==> config.mk <==
export PLATFORM = sky130hd
export DESIGN_NAME = bbot_uart_route_switch_flat
export DESIGN_NICKNAME = d
export VERILOG_FILES = /design/src/rtl/bbot_uart_route_switch_if.sv /design/src/rtl/bbot_uart_route_switch.sv /design/src/flat_wrapper.sv
export SDC_FILE = /design/constraint.sdc
export NUM_CORES = 1
export LEC_CHECK = 0
export CORE_MARGIN = 3
export CORE_UTILIZATION = 44
export DETAILED_ROUTE_END_ITERATION = 8
export PLACE_DENSITY = 0.68
export SLEW_MARGIN = 0
export SYNTH_ARGS = -nofsm -noshare
export SYNTH_HDL_FRONTEND = slang
export SYNTH_SLANG_ARGS = --single-unit
==> constraint.sdc <==
create_clock -name clock -period 2.5 [get_ports clock]
set_input_delay 0.625 -clock clock [delete_from_list [all_inputs] [get_ports clock]]
set_output_delay 0.625 -clock clock [all_outputs]
set_load 0.05 [all_outputs]
==> src/rtl/bbot_uart_route_switch_if.sv <==
// Control/status bundle between the BBot register block (master) and the UART
// route switch (slave).
interface bbot_uart_route_switch_if #(
  parameter int NUM_CH = 4
);
  localparam int CH_W = $clog2(NUM_CH);

  logic            route_req;
  logic            route_en;
  logic [CH_W-1:0] route_a;
  logic [CH_W-1:0] route_b;
  logic            route_ack;
  logic            route_err;
  logic            busy;
  logic            link_active;
  logic [CH_W-1:0] cur_a;
  logic [CH_W-1:0] cur_b;
  logic            timeout;

  modport master (
    output route_req, route_en, route_a, route_b,
    input  route_ack, route_err, busy, link_active, cur_a, cur_b, timeout
  );

  modport slave (
    input  route_req, route_en, route_a, route_b,
    output route_ack, route_err, busy, link_active, cur_a, cur_b, timeout
  );
endinterface

==> src/rtl/bbot_uart_route_switch.sv <==
// Glitch-free point-to-point UART line router between NUM_CH endpoints.
// Optional forced switch on a stuck line is enabled with `define ROUTE_TIMEOUT_EN.
module bbot_uart_route_switch #(
  parameter int NUM_CH         = 4,
  parameter int SYNC_STAGES    = 2,
  parameter int IDLE_CYCLES    = 1100,
  parameter int GUARD_CYCLES   = 64,
  parameter int TIMEOUT_CYCLES = 1000000
) (
  input  logic              clock,
  input  logic              reset_l,
  input  logic [NUM_CH-1:0] tx_in,
  output logic [NUM_CH-1:0] rx_out,
  bbot_uart_route_switch_if.slave ctl
);
  localparam int CH_W    = $clog2(NUM_CH);
  localparam int MAX_IG  = (IDLE_CYCLES > GUARD_CYCLES) ? IDLE_CYCLES : GUARD_CYCLES;
  localparam int CNT_MAX = (MAX_IG > TIMEOUT_CYCLES) ? MAX_IG : TIMEOUT_CYCLES;
  localparam int CNT_W   = $clog2(CNT_MAX + 1);

  typedef logic [CNT_W-1:0] cnt_t;
  typedef enum logic [1:0] {UNLINKED, LINKED, DRAIN, GUARD} state_e;

  function automatic cnt_t sat_inc(input cnt_t v);
    return (v == cnt_t'(CNT_MAX)) ? v : v + 1'b1;
  endfunction

  state_e          state_q;
  cnt_t            cnt_q;
  logic [CH_W-1:0] pend_a_q, pend_b_q, cur_a_q, cur_b_q;
  logic            pend_en_q;
  logic            ack_q, err_q, busy_q, link_q;
  logic [NUM_CH-1:0] tx_s, rx_d, rx_q;
`ifdef ROUTE_TIMEOUT_EN
  cnt_t            tmo_q;
  logic            timeout_q;
  cnt_t            tmo_nxt;
  assign tmo_nxt = sat_inc(tmo_q);
`endif

  // Per-lane metastability chain; idles at mark so reset never shows a start bit.
  for (genvar i = 0; i < NUM_CH; i++) begin : g_lane
    logic [SYNC_STAGES-1:0] sync_q;
    always_ff @(posedge clock or negedge reset_l) begin
      if (!reset_l) sync_q <= '1;
      else          sync_q <= {sync_q[SYNC_STAGES-2:0], tx_in[i]};
    end
    assign tx_s[i] = sync_q[SYNC_STAGES-1];
  end

  logic req_ok, line_idle, fwd;
  cnt_t idle_nxt;
  assign req_ok    = !ctl.route_en ||
                     (int'(ctl.route_a) < NUM_CH && int'(ctl.route_b) < NUM_CH &&
                      ctl.route_a != ctl.route_b);
  assign line_idle = tx_s[cur_a_q] & tx_s[cur_b_q];
  assign idle_nxt  = line_idle ? sat_inc(cnt_q) : '0;
  assign fwd       = (state_q == LINKED) || (state_q == DRAIN);

  always_comb begin
    rx_d = '1;
    if (fwd) begin
      rx_d[cur_b_q] = tx_s[cur_a_q];
      rx_d[cur_a_q] = tx_s[cur_b_q];
    end
  end

  always_ff @(posedge clock or negedge reset_l) begin
    if (!reset_l) rx_q <= '1;
    else          rx_q <= rx_d;
  end

  always_ff @(posedge clock or negedge reset_l) begin
    if (!reset_l) begin
      state_q   <= UNLINKED;
      cnt_q     <= '0;
      pend_a_q  <= '0;
      pend_b_q  <= '0;
      pend_en_q <= 1'b0;
      cur_a_q   <= '0;
      cur_b_q   <= '0;
      ack_q     <= 1'b0;
      err_q     <= 1'b0;
      busy_q    <= 1'b0;
      link_q    <= 1'b0;
`ifdef ROUTE_TIMEOUT_EN
      tmo_q     <= '0;
      timeout_q <= 1'b0;
`endif
    end else begin
      ack_q <= 1'b0;
      err_q <= 1'b0;
`ifdef ROUTE_TIMEOUT_EN
      timeout_q <= 1'b0;
`endif
      case (state_q)
        UNLINKED: begin
          if (ctl.route_req) begin
            if (!req_ok) begin
              err_q <= 1'b1;
            end else if (ctl.route_en) begin
              pend_a_q  <= ctl.route_a;
              pend_b_q  <= ctl.route_b;
              pend_en_q <= 1'b1;
              cnt_q     <= '0;
              busy_q    <= 1'b1;
              state_q   <= GUARD;
            end else begin
              ack_q <= 1'b1;
            end
          end
        end
        LINKED: begin
          if (ctl.route_req) begin
            if (!req_ok) begin
              err_q <= 1'b1;
            end else begin
              pend_a_q  <= ctl.route_a;
              pend_b_q  <= ctl.route_b;
              pend_en_q <= ctl.route_en;
              cnt_q     <= '0;
`ifdef ROUTE_TIMEOUT_EN
              tmo_q     <= '0;
`endif
              busy_q    <= 1'b1;
              link_q    <= 1'b0;
              state_q   <= DRAIN;
            end
          end
        end
        DRAIN: begin
`ifdef ROUTE_TIMEOUT_EN
          tmo_q <= tmo_nxt;
`endif
          if (idle_nxt == cnt_t'(IDLE_CYCLES)) begin
            cnt_q   <= '0;
            state_q <= GUARD;
          end
`ifdef ROUTE_TIMEOUT_EN
          else if (tmo_nxt == cnt_t'(TIMEOUT_CYCLES)) begin
            cnt_q     <= '0;
            timeout_q <= 1'b1;
            state_q   <= GUARD;
          end
`endif
          else begin
            cnt_q <= idle_nxt;
          end
        end
        GUARD: begin
          // Lines are already forced to mark; only the new pair takes effect on exit.
          if (cnt_q == cnt_t'(GUARD_CYCLES - 1)) begin
            busy_q <= 1'b0;
            ack_q  <= 1'b1;
            if (pend_en_q) begin
              cur_a_q <= pend_a_q;
              cur_b_q <= pend_b_q;
              link_q  <= 1'b1;
              state_q <= LINKED;
            end else begin
              cur_a_q <= '0;
              cur_b_q <= '0;
              state_q <= UNLINKED;
            end
          end else begin
            cnt_q <= sat_inc(cnt_q);
          end
        end
        default: state_q <= UNLINKED;
      endcase
    end
  end

  assign rx_out          = rx_q;
  assign ctl.route_ack   = ack_q;
  assign ctl.route_err   = err_q;
  assign ctl.busy        = busy_q;
  assign ctl.link_active = link_q;
  assign ctl.cur_a       = cur_a_q;
  assign ctl.cur_b       = cur_b_q;
`ifdef ROUTE_TIMEOUT_EN
  assign ctl.timeout     = timeout_q;
`else
  assign ctl.timeout     = 1'b0;
`endif
endmodule

==> src/flat_wrapper.sv <==
// flat-port wrapper written by rule: the top's interface ports become plain ports
module bbot_uart_route_switch_flat 
#(
  parameter int NUM_CH         = 4,
  parameter int SYNC_STAGES    = 2,
  parameter int IDLE_CYCLES    = 1100,
  parameter int GUARD_CYCLES   = 64,
  parameter int TIMEOUT_CYCLES = 1000000
)
  (clock, reset_l, tx_in, rx_out, ctl_route_req, ctl_route_en, ctl_route_a, ctl_route_b, ctl_route_ack, ctl_route_err, ctl_busy, ctl_link_active, ctl_cur_a, ctl_cur_b, ctl_timeout);
  bbot_uart_route_switch_if #(.NUM_CH(NUM_CH)) ctl_i ();
  input  logic clock;
  input  logic reset_l;
  input  logic [NUM_CH-1:0] tx_in;
  output logic [NUM_CH-1:0] rx_out;
  input wire logic [$bits(ctl_i.route_req)-1:0] ctl_route_req;
  input wire logic [$bits(ctl_i.route_en)-1:0] ctl_route_en;
  input wire logic [$bits(ctl_i.route_a)-1:0] ctl_route_a;
  input wire logic [$bits(ctl_i.route_b)-1:0] ctl_route_b;
  output wire logic [$bits(ctl_i.route_ack)-1:0] ctl_route_ack;
  output wire logic [$bits(ctl_i.route_err)-1:0] ctl_route_err;
  output wire logic [$bits(ctl_i.busy)-1:0] ctl_busy;
  output wire logic [$bits(ctl_i.link_active)-1:0] ctl_link_active;
  output wire logic [$bits(ctl_i.cur_a)-1:0] ctl_cur_a;
  output wire logic [$bits(ctl_i.cur_b)-1:0] ctl_cur_b;
  output wire logic [$bits(ctl_i.timeout)-1:0] ctl_timeout;
  assign ctl_i.route_req = ctl_route_req;
  assign ctl_i.route_en = ctl_route_en;
  assign ctl_i.route_a = ctl_route_a;
  assign ctl_i.route_b = ctl_route_b;
  assign ctl_route_ack = ctl_i.route_ack;
  assign ctl_route_err = ctl_i.route_err;
  assign ctl_busy = ctl_i.busy;
  assign ctl_link_active = ctl_i.link_active;
  assign ctl_cur_a = ctl_i.cur_a;
  assign ctl_cur_b = ctl_i.cur_b;
  assign ctl_timeout = ctl_i.timeout;
  bbot_uart_route_switch #(.NUM_CH(NUM_CH), .SYNC_STAGES(SYNC_STAGES), .IDLE_CYCLES(IDLE_CYCLES), .GUARD_CYCLES(GUARD_CYCLES), .TIMEOUT_CYCLES(TIMEOUT_CYCLES)) u_core (.clock(clock), .reset_l(reset_l), .tx_in(tx_in), .rx_out(rx_out), .ctl(ctl_i));
endmodule
==> results.sh <==
export IMPL_outcome="completed"
export IMPL_syn_num_nets=336
export IMPL_die_area_sq_um=7540
export IMPL_grt_max_degree=48
export IMPL_synth_edf_count=0
export IMPL_grt_first_pass_wirelength_mm=11.7
export IMPL_p_leak_nw=1.51
export IMPL_slew_viol_final=0
export IMPL_via_count=2562
export IMPL_comb_power_share=0.040
export IMPL_cp_max_fo=8
export IMPL_die_width_um=86.8
export IMPL_setup_violations=0
export IMPL_crit_arrival_ns=2.65
export IMPL_area_delta_synth_final_pct=23.1
export IMPL_hp_class="reg -> reg"
export IMPL_clock_skew_ns=0.00915
export IMPL_place_area_sq_um=3320
export IMPL_clkTransAtPathRegs_ns=0.10
export IMPL_via_per_inst=5.85
export IMPL_drtAntennaViolNets=0
export IMPL_core_area_sq_um=6130
export IMPL_critPathCaptureType="flop"
export IMPL_criticalPathCategory="reg -> reg"
export IMPL_htree_levels=2
export IMPL_wl_mm=7.08
export IMPL_drtIter0Drc=252
export IMPL_p_clk_frac=0.400
export IMPL_drc_errors=0
export IMPL_num_rows=28
export IMPL_p_int_mw=1.06
export IMPL_totalPowerFinal_mw=1.38
export IMPL_max_vdd_ir_drop_mv=0.261
export IMPL_rsz0062_at_grt="true"
export IMPL_die_y_um=86.8
export IMPL_drv_cap=0
export IMPL_r2r_slack_ns=0.05
export IMPL_clock_sinks=47
export IMPL_clock_path_buffers=2
export IMPL_cts_tree="yes"
export IMPL_timing_fmax_ghz=0.409
export IMPL_required_ns=2.70
export IMPL_critPathLaunchType="flop"
export IMPL_async_flop_share=1.00
export IMPL_dp_slack_ns=-0.184
export IMPL_grt_pass1_vias=2486
export IMPL_worstSkewPairLatency_ns=0.31
export IMPL_routedWlPerCell_um=16.2
export IMPL_worst_hold_slack_ns=0.360
export IMPL_ys_flop_type="dfrtp_1"
export IMPL_syn_area_sq_um=2880
export IMPL_seqPwrFrac=0.560
export IMPL_syn_area_per_cell_sq_um=9.07
export IMPL_dpl_hpwl_mm=4.93
export IMPL_gp_congestion=0.894
export IMPL_grt_ovfl_total=0
export IMPL_yosysSeqAreaShare=0.414
export IMPL_setup_ws_ns=0.0537
export IMPL_clock_root_buffer="clkbuf_8"
export IMPL_antenna_found_initial=0
export IMPL_grt_use_total=0.194
export IMPL_synthesis_instances=317
export IMPL_tightest_slew_ns=0.595
export IMPL_final_nets=381
export IMPL_period_share=0.979
export IMPL_first_pass_iters=5
export IMPL_ys_warn_count=0
export IMPL_power_switching_mw=0.325
export IMPL_slew_headroom=0.603
export IMPL_hold_violations=0
export IMPL_fin_crit_ns=2.45
export IMPL_port_buffers=23
export IMPL_cts_buffers=5
export IMPL_power_density_nw_per_um2=391
export IMPL_antennaDiodeCount=0
export IMPL_synth_cell_types=54
export IMPL_io_pins=25
export IMPL_initial_utilization=0.469
export IMPL_p_sw_frac=0.235
export IMPL_ys_seq_elements=47
export IMPL_layout_drive_gt1_share=0.245
export IMPL_final_area_sq_um=3540
## power groups by stage
stage,sequential (mW),combinational (mW),clock [mW]
4_1_cts,0.776,0.0575,0.562
3_5_place_dp,0.790,0.0573,0
6_report,0.776,0.0558,0.554
2_1_floorplan,0.788,0.0175,0
5_1_grt,0.776,0.0627,0.588
3_3_place_gp,0.789,0.0568,0
## synth_stat cells (4+ instances only)
cell type,count,share of area
nand2_1,41,0.054
dfrtp_1,35,0.30
o21ai_0,23,0.040
nand3_1,19,0.033
nor2_1,19,0.025
a21oi_1,14,0.024
dfstp_2,12,0.11
o31ai_1,10,0.026
or3_1,10,0.022
buf_2,8,0.014
inv_1,8,0.010
nand4_1,8,0.017
ha_1,7,0.030
nor4_1,7,0.015
mux2_2,6,0.023
a21o_1,5,0.013
and3_1,5,0.011
nand2b_1,5,0.011
nor3_1,5,0.0087
xnor2_1,5,0.015
a211oi_1,4,0.010
clkbuf_1,4,0.0052
or2_2,4,0.0087
## metal layers
metal / routed length, um / vias up / GRT usage / part of all wire
li1: - / 1241 / - / -
met5: 0 / - / 0.0140 / 0
met1: 3270 / 1238 / 0.272 / 0.46
met4: 100 / 0 / 0.0666 / 0.014
met2: 3300 / 71 / 0.298 / 0.47
met3: 397 / 12 / 0.0390 / 0.056
## cells by family after synthesis
logic type	synth area share
fa+ha+maj	0.0305
mux	0.0496
other cells	0.00130
flops	0.414
xor+xnor	0.0244
simple gates	0.264
buf+inv	0.0505
compound gates	0.165
## worst max-delay path: stages, from the launching register on
cell and delay, ns:
dfrtp_1 0.39, or3_1 0.40, or4_4 0.47, or3_4 0.42
o21bai_4 0.15, buf_4 0.18, mux2_2 0.34
## cell type report
cell class | instances | area (sq um)
sequential | 47 | 1190
multi-input combinational | 243 | 1630
clock inverter | 2 | 17.5
tap | 75 | 93.8
fill | 512 | 2590
inverter | 8 | 30.0
timing repair buffer | 57 | 484
clock buffer | 6 | 93.8
## cell usage in the layout, fill, tap and decap left out, types with 3 or more instances in the layout
master,instances
mux2i_1,3
nand2b_1,4
and4_1,3
nand2_1,41
o21ai_0,23
nor4_1,4
clkbuf_8,5
or3_1,10
dfstp_2,12
dfrtp_1,33
and3_1,5
clkdlybuf4s50_1,22
o31ai_1,8
nor2_1,19
buf_4,33
ha_1,6
a21o_1,5
nor2b_1,3
xor2_1,3
nand4_1,8
or2_2,4
nor3_1,5
mux2_2,6
a31oi_1,3
a21oi_1,12
nand3_1,19
a211oi_1,4
inv_1,8
xnor2_1,4
and2_1,3
## through the flow
| step | cells | util | setup TNS, ns |
|---|---|---|---|
| CTS | 436 | 0.561 | 0 |
| global route | 438 | 0.577 | -0.103 |
| finish | 438 | 0.577 | 0 |
| global placement | 428 | 0.541 | -0.759 |
| floorplan | 317 | - | 0 |
| detailed placement | 428 | 0.541 | -1.08 |
## final timing paths
kind,start,end,depth (start not counted)
max,u_core.cnt_q[7]$_DFFE_PN0P_,u_core.cnt_q[18]$_DFFE_PN0P_,6
min,u_core.g_lane[3].sync_q[0]$_DFF_PN1_,u_core.g_lane[3].sync_q[1]$_DFF_PN1_,0
max reg2reg,u_core.cnt_q[7]$_DFFE_PN0P_,u_core.cnt_q[18]$_DFFE_PN0P_,6
min reg2reg,u_core.g_lane[3].sync_q[0]$_DFF_PN1_,u_core.g_lane[3].sync_q[1]$_DFF_PN1_,0
max in group asynchronous,reset_l,u_core.cnt_q[2]$_DFFE_PN0P_,2
min in group asynchronous,reset_l,u_core.pend_b_q[1]$_DFFE_PN0P_,2
## registers in the layout, indices dropped and copies added, names as in the netlist, 2 cells and up
name                  flops
u_core.ctl.cur_b          2
u_core.ctl.cur_a          2
u_core.rx_out             4
u_core.cnt_q             20
u_core.pend_b_q           2
u_core.g_lane.sync_q      8
u_core.pend_a_q           2
u_core.state_q            2
## repair_timing
item	in CTS	in global routing
resized for setup	2	17
pin swaps	0	7
endpoints found under the setup margin	5	15
buffers inserted	0	2
hold buffers	0	0
No activity file was read; power rests on OpenSTA's default activity.
